--- config.mk ---
export PLATFORM = sky130hd
export DESIGN_NAME = alu_rr_sched
export DESIGN_NICKNAME = d
export VERILOG_FILES = /design/src/rtl/alu_rr_sched.sv
export SDC_FILE = /design/constraint.sdc
export NUM_CORES = 1
export LEC_CHECK = 0
export CAP_MARGIN = 20
export CORE_ASPECT_RATIO = 0.6
export CORE_MARGIN = 5
export CORE_UTILIZATION = 37
export CTS_BUF_LIST = sky130_fd_sc_hd__clkbuf_8
export DETAILED_ROUTE_END_ITERATION = 8
export SLEW_MARGIN = 20
export SYNTH_ARGS = -nofsm -noshare
export SYNTH_HDL_FRONTEND = slang
export SYNTH_SLANG_ARGS = --single-unit
--- constraint.sdc ---
create_clock -name clk -period 6.05 [get_ports clk]
set_clock_uncertainty 0.1 [all_clocks]
set_input_delay 1.21 -clock clk [delete_from_list [all_inputs] [get_ports clk]]
set_output_delay 1.21 -clock clk [all_outputs]
set_load 0.02 [all_outputs]
--- src/rtl/alu_rr_sched.sv ---
// Round-robin front end sharing one W-bit ALU (with iterative restoring divider)
// between two requesters. Define ALU_RR_FLAGS_EN to add the rsp_flags output.
module alu_rr_sched #(
  parameter int W = 8
) (
  input  logic         clk,
  input  logic         rst_n,
  input  logic         req0_valid,
  output logic         req0_ready,
  input  logic [2:0]   req0_op,
  input  logic [W-1:0] req0_a,
  input  logic [W-1:0] req0_b,
  input  logic         req1_valid,
  output logic         req1_ready,
  input  logic [2:0]   req1_op,
  input  logic [W-1:0] req1_a,
  input  logic [W-1:0] req1_b,
  output logic         rsp_valid,
  input  logic         rsp_ready,
  output logic         rsp_id,
  output logic [W-1:0] rsp_data,
`ifdef ALU_RR_FLAGS_EN
  output logic [3:0]   rsp_flags,
`endif
  output logic         busy
);

  localparam int CW = $clog2(W);
  localparam logic [2:0] OP_DIV = 3'b011;

  typedef enum logic [1:0] {IDLE, DIV, RESP} state_t;

  state_t        state, state_nxt;
  logic          last_grant;
  logic          grant0, grant1, accept, start_div, div_done;
  logic          sel_id;
  logic [2:0]    sel_op;
  logic [W-1:0]  sel_a, sel_b, alu_res;
  logic [W-1:0]  quot, divisor, rem, quot_nxt, rem_nxt;
  logic [W:0]    trial, diff;
  logic [CW-1:0] cnt;

  // On a tie the requester that was not served last wins.
  always_comb begin
    grant1     = req1_valid && (!req0_valid || !last_grant);
    grant0     = req0_valid && !grant1;
    req0_ready = (state == IDLE) && rst_n && grant0;
    req1_ready = (state == IDLE) && rst_n && grant1;
    accept     = req0_ready || req1_ready;
    sel_id     = grant1;
    sel_op     = grant1 ? req1_op : req0_op;
    sel_a      = grant1 ? req1_a  : req0_a;
    sel_b      = grant1 ? req1_b  : req0_b;
    start_div  = accept && (sel_op == OP_DIV) && (sel_b != '0);
  end

  // Single-cycle ops; a divide only lands here when the divisor is zero.
  always_comb begin
    alu_res = '0;
    case (sel_op)
      3'b000:  alu_res = sel_a + sel_b;
      3'b001:  alu_res = sel_a - sel_b;
      3'b010:  alu_res = sel_a * sel_b;
      3'b100:  alu_res = ~sel_a;
      3'b101:  alu_res = sel_a & sel_b;
      3'b110:  alu_res = sel_a | sel_b;
      3'b111:  alu_res = sel_a ^ sel_b;
      default: alu_res = '0;
    endcase
  end

  // One restoring step: shift in the next dividend bit, subtract if it fits.
  always_comb begin
    trial    = {rem, quot[W-1]};
    diff     = trial - {1'b0, divisor};
    rem_nxt  = diff[W] ? trial[W-1:0] : diff[W-1:0];
    quot_nxt = {quot[W-2:0], !diff[W]};
    div_done = (state == DIV) && (cnt == CW'(W - 1));
  end

`ifdef ALU_RR_FLAGS_EN
  logic [3:0] alu_flags, div_flags;

  always_comb begin
    alu_flags = {alu_res[W-1], alu_res == '0, 1'b0, 1'b0};
    case (sel_op)
      3'b000: begin
        alu_flags[1] = alu_res < sel_a;
        alu_flags[0] = (sel_a[W-1] == sel_b[W-1]) && (alu_res[W-1] != sel_a[W-1]);
      end
      3'b001: begin
        alu_flags[1] = sel_a < sel_b;
        alu_flags[0] = (sel_a[W-1] != sel_b[W-1]) && (alu_res[W-1] != sel_a[W-1]);
      end
      OP_DIV:  alu_flags[0] = 1'b1;
      default: ;
    endcase
    div_flags = {quot_nxt[W-1], quot_nxt == '0, 2'b00};
  end
`endif

  always_ff @(posedge clk or negedge rst_n) begin
    if (!rst_n) state <= IDLE;
    else        state <= state_nxt;
  end

  always_comb begin
    state_nxt = state;
    rsp_valid = 1'b0;
    busy      = 1'b1;
    case (state)
      IDLE: begin
        busy = 1'b0;
        if (accept) state_nxt = start_div ? DIV : RESP;
      end
      DIV:  if (div_done) state_nxt = RESP;
      RESP: begin
        rsp_valid = 1'b1;
        if (rsp_ready) state_nxt = IDLE;
      end
      default: state_nxt = IDLE;
    endcase
  end

  always_ff @(posedge clk or negedge rst_n) begin
    if (!rst_n) begin
      last_grant <= 1'b1;
      rsp_id     <= 1'b0;
      rsp_data   <= '0;
      quot       <= '0;
      divisor    <= '0;
      rem        <= '0;
      cnt        <= '0;
`ifdef ALU_RR_FLAGS_EN
      rsp_flags  <= '0;
`endif
    end else begin
      if (accept) begin
        last_grant <= sel_id;
        rsp_id     <= sel_id;
        if (start_div) begin
          quot    <= sel_a;
          divisor <= sel_b;
          rem     <= '0;
          cnt     <= '0;
        end else begin
          rsp_data <= alu_res;
`ifdef ALU_RR_FLAGS_EN
          rsp_flags <= alu_flags;
`endif
        end
      end
      if (state == DIV) begin
        quot <= quot_nxt;
        rem  <= rem_nxt;
        cnt  <= cnt + CW'(1);
        if (div_done) begin
          rsp_data <= quot_nxt;
`ifdef ALU_RR_FLAGS_EN
          rsp_flags <= div_flags;
`endif
        end
      end
    end
  end

endmodule

==> results_dict.tcl, run 1 <==
set metrics [dict create \
    status "finished clean" \
    htreeDepth 2 \
    syn_nets 656 \
    die_h_um 95.6 \
    maxSlewHeadroom_pct 32.5 \
    core_area_um2 12000 \
    synth_top_area_share_pct 21.1 \
    design_area_um2 5690 \
    ios 56 \
    place_area_um2 5540 \
    hold_depth 1 \
    required_ns 6.12 \
    setup_viol 0 \
    grt_setup_unrepaired "false" \
    cts-buffers-inserted 5 \
    io_buffers 55 \
    worstHoldPathType "register to register" \
    synth_compound_area_share_pct 16.1 \
    fmax_mhz 172 \
    antenna_found_initial 0 \
    synth_warnings 0 \
    synth.distinct_cells 59 \
    grt-ovfl-total 0 \
    cts_hold_buffers 0 \
    fin_nets 755 \
    critPathArrivalTime_ns 5.90 \
    critPathMaxFanout 9 \
    routed_wl_um 13800 \
    cap_violations 0 \
    die-width_um 153 \
    synth-async-reset-ratio_pct 100 \
    vias 4254 \
    reg2reg_setup_slack_ns 0.90 \
    grt_pass1_vias 4183 \
    ys_ff_latch 39 \
    syn_avg_cell_area_um2 8.21 \
    fp.dieArea_um2 14600 \
    finalCriticalPeriod_ns 5.82 \
    final_common_cell "nand2_1" \
    yosys.area.top_type "dfrtp_1" \
    synth_area_leaders "dfrtp_1 (21%), ha_1 (14%), nand2_1 (6.3%), fa_1 (6.2%), mux2i_1 (6.2%)" \
    start_util_pct 37.7 \
    cts_buffer_depth 2 \
    grt_max_degree 41 \
    diodes 0 \
    drc 0 \
    wl_per_cell_um 16.9 \
    r2r-end "rsp_data[7]" \
    drive_gt1_share_pct 14.9 \
    slew_violations 0 \
    synth_top_family_by_area "adder cells" \
    gp_congestion 0.927 \
    drtIter0Drc 341 \
    worst_slack_ns 0.226 \
    syn2layout_area_growth_pct 26.1 \
    hp-start "rsp_id" \
    cts_tree "yes" \
    timing.rr.start "last_grant" \
    muxShareOfSynthArea_pct 8.84 \
    seq_area_frac_synth_pct 21.6 \
    synth_edf_count 0 \
    dpl_worst_slack_ns -0.430 \
    firstDrtPassIters 5 \
    fin_util_pct 47.5 \
    dp_hpwl_um 11300 \
    p_per_area_nw_per_um2 392 \
    synthSimpleGateAreaFrac_pct 17.5 \
    grt_pass1_wl_um 22700 \
    ant_nets 0 \
    crit_type "input pin to register" \
    power_mw 2.23 \
    cp-start-kind "input pin" \
    holdWs_ns 0.382 \
    hold_viol_final 0 \
    reg2regPathDepth 21 \
    cts.sinks 39 \
    clockRootBuffer "clkbuf_8" \
    cp-end-kind "register" \
    synthCells 550 \
    synthAdderAreaFrac_pct 19.8 \
    peakVddDrop_uv 168 \
    worstMarginPinSlew_ns 1.01 \
    period_share_pct 96.3 \
    row_count 31 \
    routed_via_density 5.22 \
    insertion_delay_ns 0.30 \
    grt_util_all_layers_pct 19.5 \
    path_clk_slew_ns 0.08 \
    final_cell_mix "nand2_1 (75), buf_4 (57), inv_1 (52), nor2_1 (52), clkdlybuf4s50_1 (52)" \
    synthXorXnorAreaFrac_pct 8.04 \
    syn_area_um2 4510 \
    min_to "rsp_id" \
    synth-main-ff-cell "dfrtp_1" \
    p_leak_nw 2.66 \
]
registers in the layout (all words and copies together), names as in the netlist:
name        flops
divisor         8
rem             8
cnt             3
rsp_id          1
quot            8
rsp_data        8
last_grant      1
state           2
worst max-delay path, stage by stage:
cell           delay (ns)
dlygate4sd2_1        0.28
a21bo_2              0.27
buf_4                0.21
buf_4                0.21
mux2i_1              0.21
buf_4                0.19
inv_1                0.07
ha_1                 0.25
ha_1                 0.31
ha_1                 0.14
inv_1                0.05
fa_1                 0.50
inv_1                0.05
ha_1                 0.23
fa_1                 0.41
a21o_1               0.23
a21oi_2              0.15
xor2_1               0.18
xnor2_1              0.14
xnor3_1              0.27
a221oi_2             0.25
o211ai_1             0.10
where the power goes:
group	switching, mW	total (mW)	internal [mW]
sequential	0.0819	0.464	0.382
clock	0.0938	0.171	0.0776
combinational	0.836	1.60	0.759
metal layers:
layer  vias to the layer above  track usage [%]  part of all wire (%)
met3                         6             4.31                   7.4
met4                         0             1.78                  0.39
met5                         -                0                     0
li1                       2088                -                     -
met1                      2021             31.5                    54
met2                       139             26.9                    38
cell type report:
class,instances,area [um^2]
Clock inverter,3,12.5
Tap cell,165,206
Multi-Input combinational cell,436,3230
Timing Repair Buffer,114,997
Inverter,53,201
Clock buffer,5,68.8
Sequential cell,39,977
Fill cell,1149,6290
worst max path at each step:
stage                          start           to  slack (ns)  cells past startpoint
after global placement    req0_valid  rsp_data[7]       -0.37                     22
final                     req1_valid  rsp_data[7]        0.23                     22
after detailed placement  req1_valid  rsp_data[7]       -0.43                     21
after floorplan           req1_valid  rsp_data[7]        0.02                     24
after CTS                 req0_valid  rsp_data[7]       0.004                     22
after global routing      req1_valid  rsp_data[7]        0.03                     22
per-stage QoR:
step	TNS (ns)	cells
3_3_place_gp	-0.366	806
5_1_grt	0	815
3_5_place_dp	-0.476	806
4_1_cts	0	814
2_1_floorplan	0	550
6_report	0	815
synthesized netlist by cell type, drive strengths merged (2+ instances only):
master,number
nand2,76
inv,53
nor2,53
ha,49
dfrtp,38
o21ai,35
xnor2,33
mux2i,30
a21oi,27
fa,14
nand3,13
buf,12
nor3,11
clkbuf,10
a31oi,9
o22ai,9
nor2b,8
mux2,7
nand2b,5
o211ai,5
xor2,5
a21o,4
nor4,4
or2,4
and3,3
o21a,3
o41ai,3
a211oi,2
a221oi,2
a311oi,2
a32oi,2
and2,2
o2111ai,2
o21bai,2
o2bb2ai,2
o31ai,2
what timing repair did:
| item | in CTS | in global routing |
|---|---|---|
| gates resized for setup | 6 | 11 |
| hold endpoints to repair | 0 | 0 |
| buffers inserted | 0 | 1 |
| endpoints found under the setup margin | 1 | 1 |
| pin swaps | 0 | 3 |
cell families (layout without fill, tap and decap cells):
group                    Yosys count  after routing
adder cells (fa/ha/maj)           63             63
AO/OA/AOI/OAI                    116            116
buffers and inverters             75            175
XOR/XNOR                          39             39
flip-flops                        39             39
multiplexers                      37             37
AND/OR/NAND/NOR                  181            181
No activity file was read; power rests on OpenSTA's default activity.
==> inputs of run 2 (changes only) <==
--- a/config.mk
+++ b/config.mk
@@ -11,7 +11,7 @@
 export CORE_UTILIZATION = 37
 export CTS_BUF_LIST = sky130_fd_sc_hd__clkbuf_8
 export DETAILED_ROUTE_END_ITERATION = 8
-export SLEW_MARGIN = 20
+export SLEW_MARGIN = 30
 export SYNTH_ARGS = -nofsm -noshare
 export SYNTH_HDL_FRONTEND = slang
 export SYNTH_SLANG_ARGS = --single-unit
==> constraint.sdc (replaced) <==
create_clock -name clk -period 6.4 [get_ports clk]
set_clock_uncertainty 0.1 [all_clocks]
set_input_delay 1.28 -clock clk [delete_from_list [all_inputs] [get_ports clk]]
set_output_delay 1.28 -clock clk [all_outputs]
set_load 0.02 [all_outputs]
==> results_dict.tcl, run 2 (synthesis results as in run 1) <==
set metrics [dict create \
    cts.sinks 39 \
    design_area_um2 5660 \
    cp-end-kind "register" \
    start_util_pct 37.7 \
    routed_via_density 5.22 \
    fp.dieArea_um2 14600 \
    ant_nets 0 \
    gp_congestion 0.956 \
    drtIter0Drc 348 \
    critical_path_buf_inv_count 7 \
    final_cell_mix "nand2_1 (76), clkdlybuf4s50_1 (53), nor2_1 (52)" \
    wl_per_cell_um 17.2 \
    p_leak_nw 2.64 \
    grt_setup_unrepaired "false" \
    grt_util_all_layers_pct 19.5 \
    dp.cells 800 \
    path_cells "clkdlybuf4s50_1, buf_4, a21boi_4, buf_6, nand2_1, nand2_1, inv_1, or2_2, fa_1, inv_1, ha_1, fa_1, inv_1, fa_1, inv_1, ha_1, a21oi_2, xor2_1, xnor2_1, xnor3_1, a221oi_2, o211ai_1" \
    ios 56 \
    antenna_found_initial 0 \
    period_share_pct 96.7 \
    die-width_um 153 \
    min_to "rsp_id" \
    swShare_pct 44.8 \
    grt_pass1_vias 4138 \
    setup_tns_ns 0 \
    fill_cells 1135 \
    hp-start "rsp_id" \
    reg2reg_setup_slack_ns 1.20 \
    worstHoldPathType "register to register" \
    htreeDepth 2 \
    area.sequential_um2 977 \
    grt_max_degree 41 \
    holdWs_ns 0.391 \
    worstMarginPinSlew_ns 0.869 \
    multi_input_area_um2 3210 \
    row_count 31 \
    combPwrFrac_pct 69.5 \
    critPathSlowestCell "fa_1" \
    cts_hold_buffers 0 \
    slew_violations 0 \
    fmax_mhz 162 \
    grt-ovfl-total 0 \
    dp_hpwl_um 11300 \
    hold_viol_final 0 \
    setup_viol 0 \
    clockRootBuffer "clkbuf_8" \
    hold_depth 1 \
    critPathArrivalTime_ns 6.27 \
    status "finished clean" \
    maxSlewHeadroom_pct 42.1 \
    crit_type "input pin to register" \
    finalCriticalPeriod_ns 6.19 \
    cts_buffer_depth 2 \
    worst_slack_ns 0.211 \
    fin_util_pct 47.2 \
    critPathMostFrequentCell "inv_1" \
    io_buffers 55 \
    syn2layout_area_growth_pct 25.4 \
    insertion_delay_ns 0.31 \
    p_per_area_nw_per_um2 385 \
    slowest_delay_ns 0.55 \
    fin_nets 748 \
    drive_gt1_share_pct 13.5 \
    core_area_um2 12000 \
    power_mw 2.18 \
    grt_pass1_wl_um 22700 \
    cts_tree "yes" \
    dpl_worst_slack_ns -0.281 \
    required_ns 6.48 \
    cts_setup_buffers 0 \
    path_clk_slew_ns 0.08 \
    power.switching_mw 0.975 \
    power.internal_mw 1.20 \
    r2r-end "rsp_data[7]" \
    die_h_um 95.6 \
    routed_wl_um 13900 \
    final_common_cell "nand2_1" \
    peakVddDrop_uv 149 \
    fin_cells 808 \
    seq_power_share_pct 20.2 \
    vias 4214 \
    cap_violations 0 \
    crit_family "adder cells" \
    critPathMaxFanout 5 \
    clock_power_share_pct 10.2 \
    firstDrtPassIters 5 \
    drc 0 \
    timing.rr.start "last_grant" \
    reg2regPathDepth 21 \
    cp-start-kind "input pin" \
    cts-buffers-inserted 5 \
    diodes 0 \
    place_area_um2 5500 \
]
==> run 2: per-layer routing <==
metal,track usage [%],share of wire [%],vias to the layer above
li1,-,-,2066
met1,31.7,55,1994
met2,26.8,38,144
met3,3.76,6.6,10
met4,2.37,0.50,0
met5,0,0,-
==> run 2: worst max path at each step <==
stage	end	startpoint	cells after the start	slack, ns
2_1_floorplan	rsp_data[7]	req1_valid	21	0.21
3_3_place_gp	rsp_data[7]	req0_valid	22	-0.11
3_5_place_dp	rsp_data[7]	req0_valid	22	-0.28
4_1_cts	rsp_data[7]	req0_valid	22	0.04
5_1_grt	rsp_data[7]	req0_valid	22	0.009
6_report	rsp_data[7]	req0_valid	22	0.21
==> run 2: power by group through the flow <==
stage / registers [mW] / clock network [mW] / logic [mW]
2_1_floorplan: 0.452 / 0 / 0.990
3_3_place_gp: 0.439 / 0 / 1.43
3_5_place_dp: 0.444 / 0 / 1.48
4_1_cts: 0.439 / 0.227 / 1.49
5_1_grt: 0.454 / 0.239 / 1.68
6_report: 0.440 / 0.223 / 1.51
==> run 2: layout make-up <==
| class | instances | share of cell area, % |
|---|---|---|
| Tap cell | 165 | 3.65 |
| Multi-Input combinational cell | 436 | 56.8 |
| Timing Repair Buffer | 107 | 16.6 |
| Sequential cell | 39 | 17.3 |
| Clock inverter | 2 | 0.619 |
| Clock buffer | 6 | 1.46 |
| Inverter | 53 | 3.56 |
==> run 2: what timing repair did <==
action	in CTS	in global routing
hold endpoints to repair	0	0
resized for setup	0	11
endpoints found under the setup margin	0	1
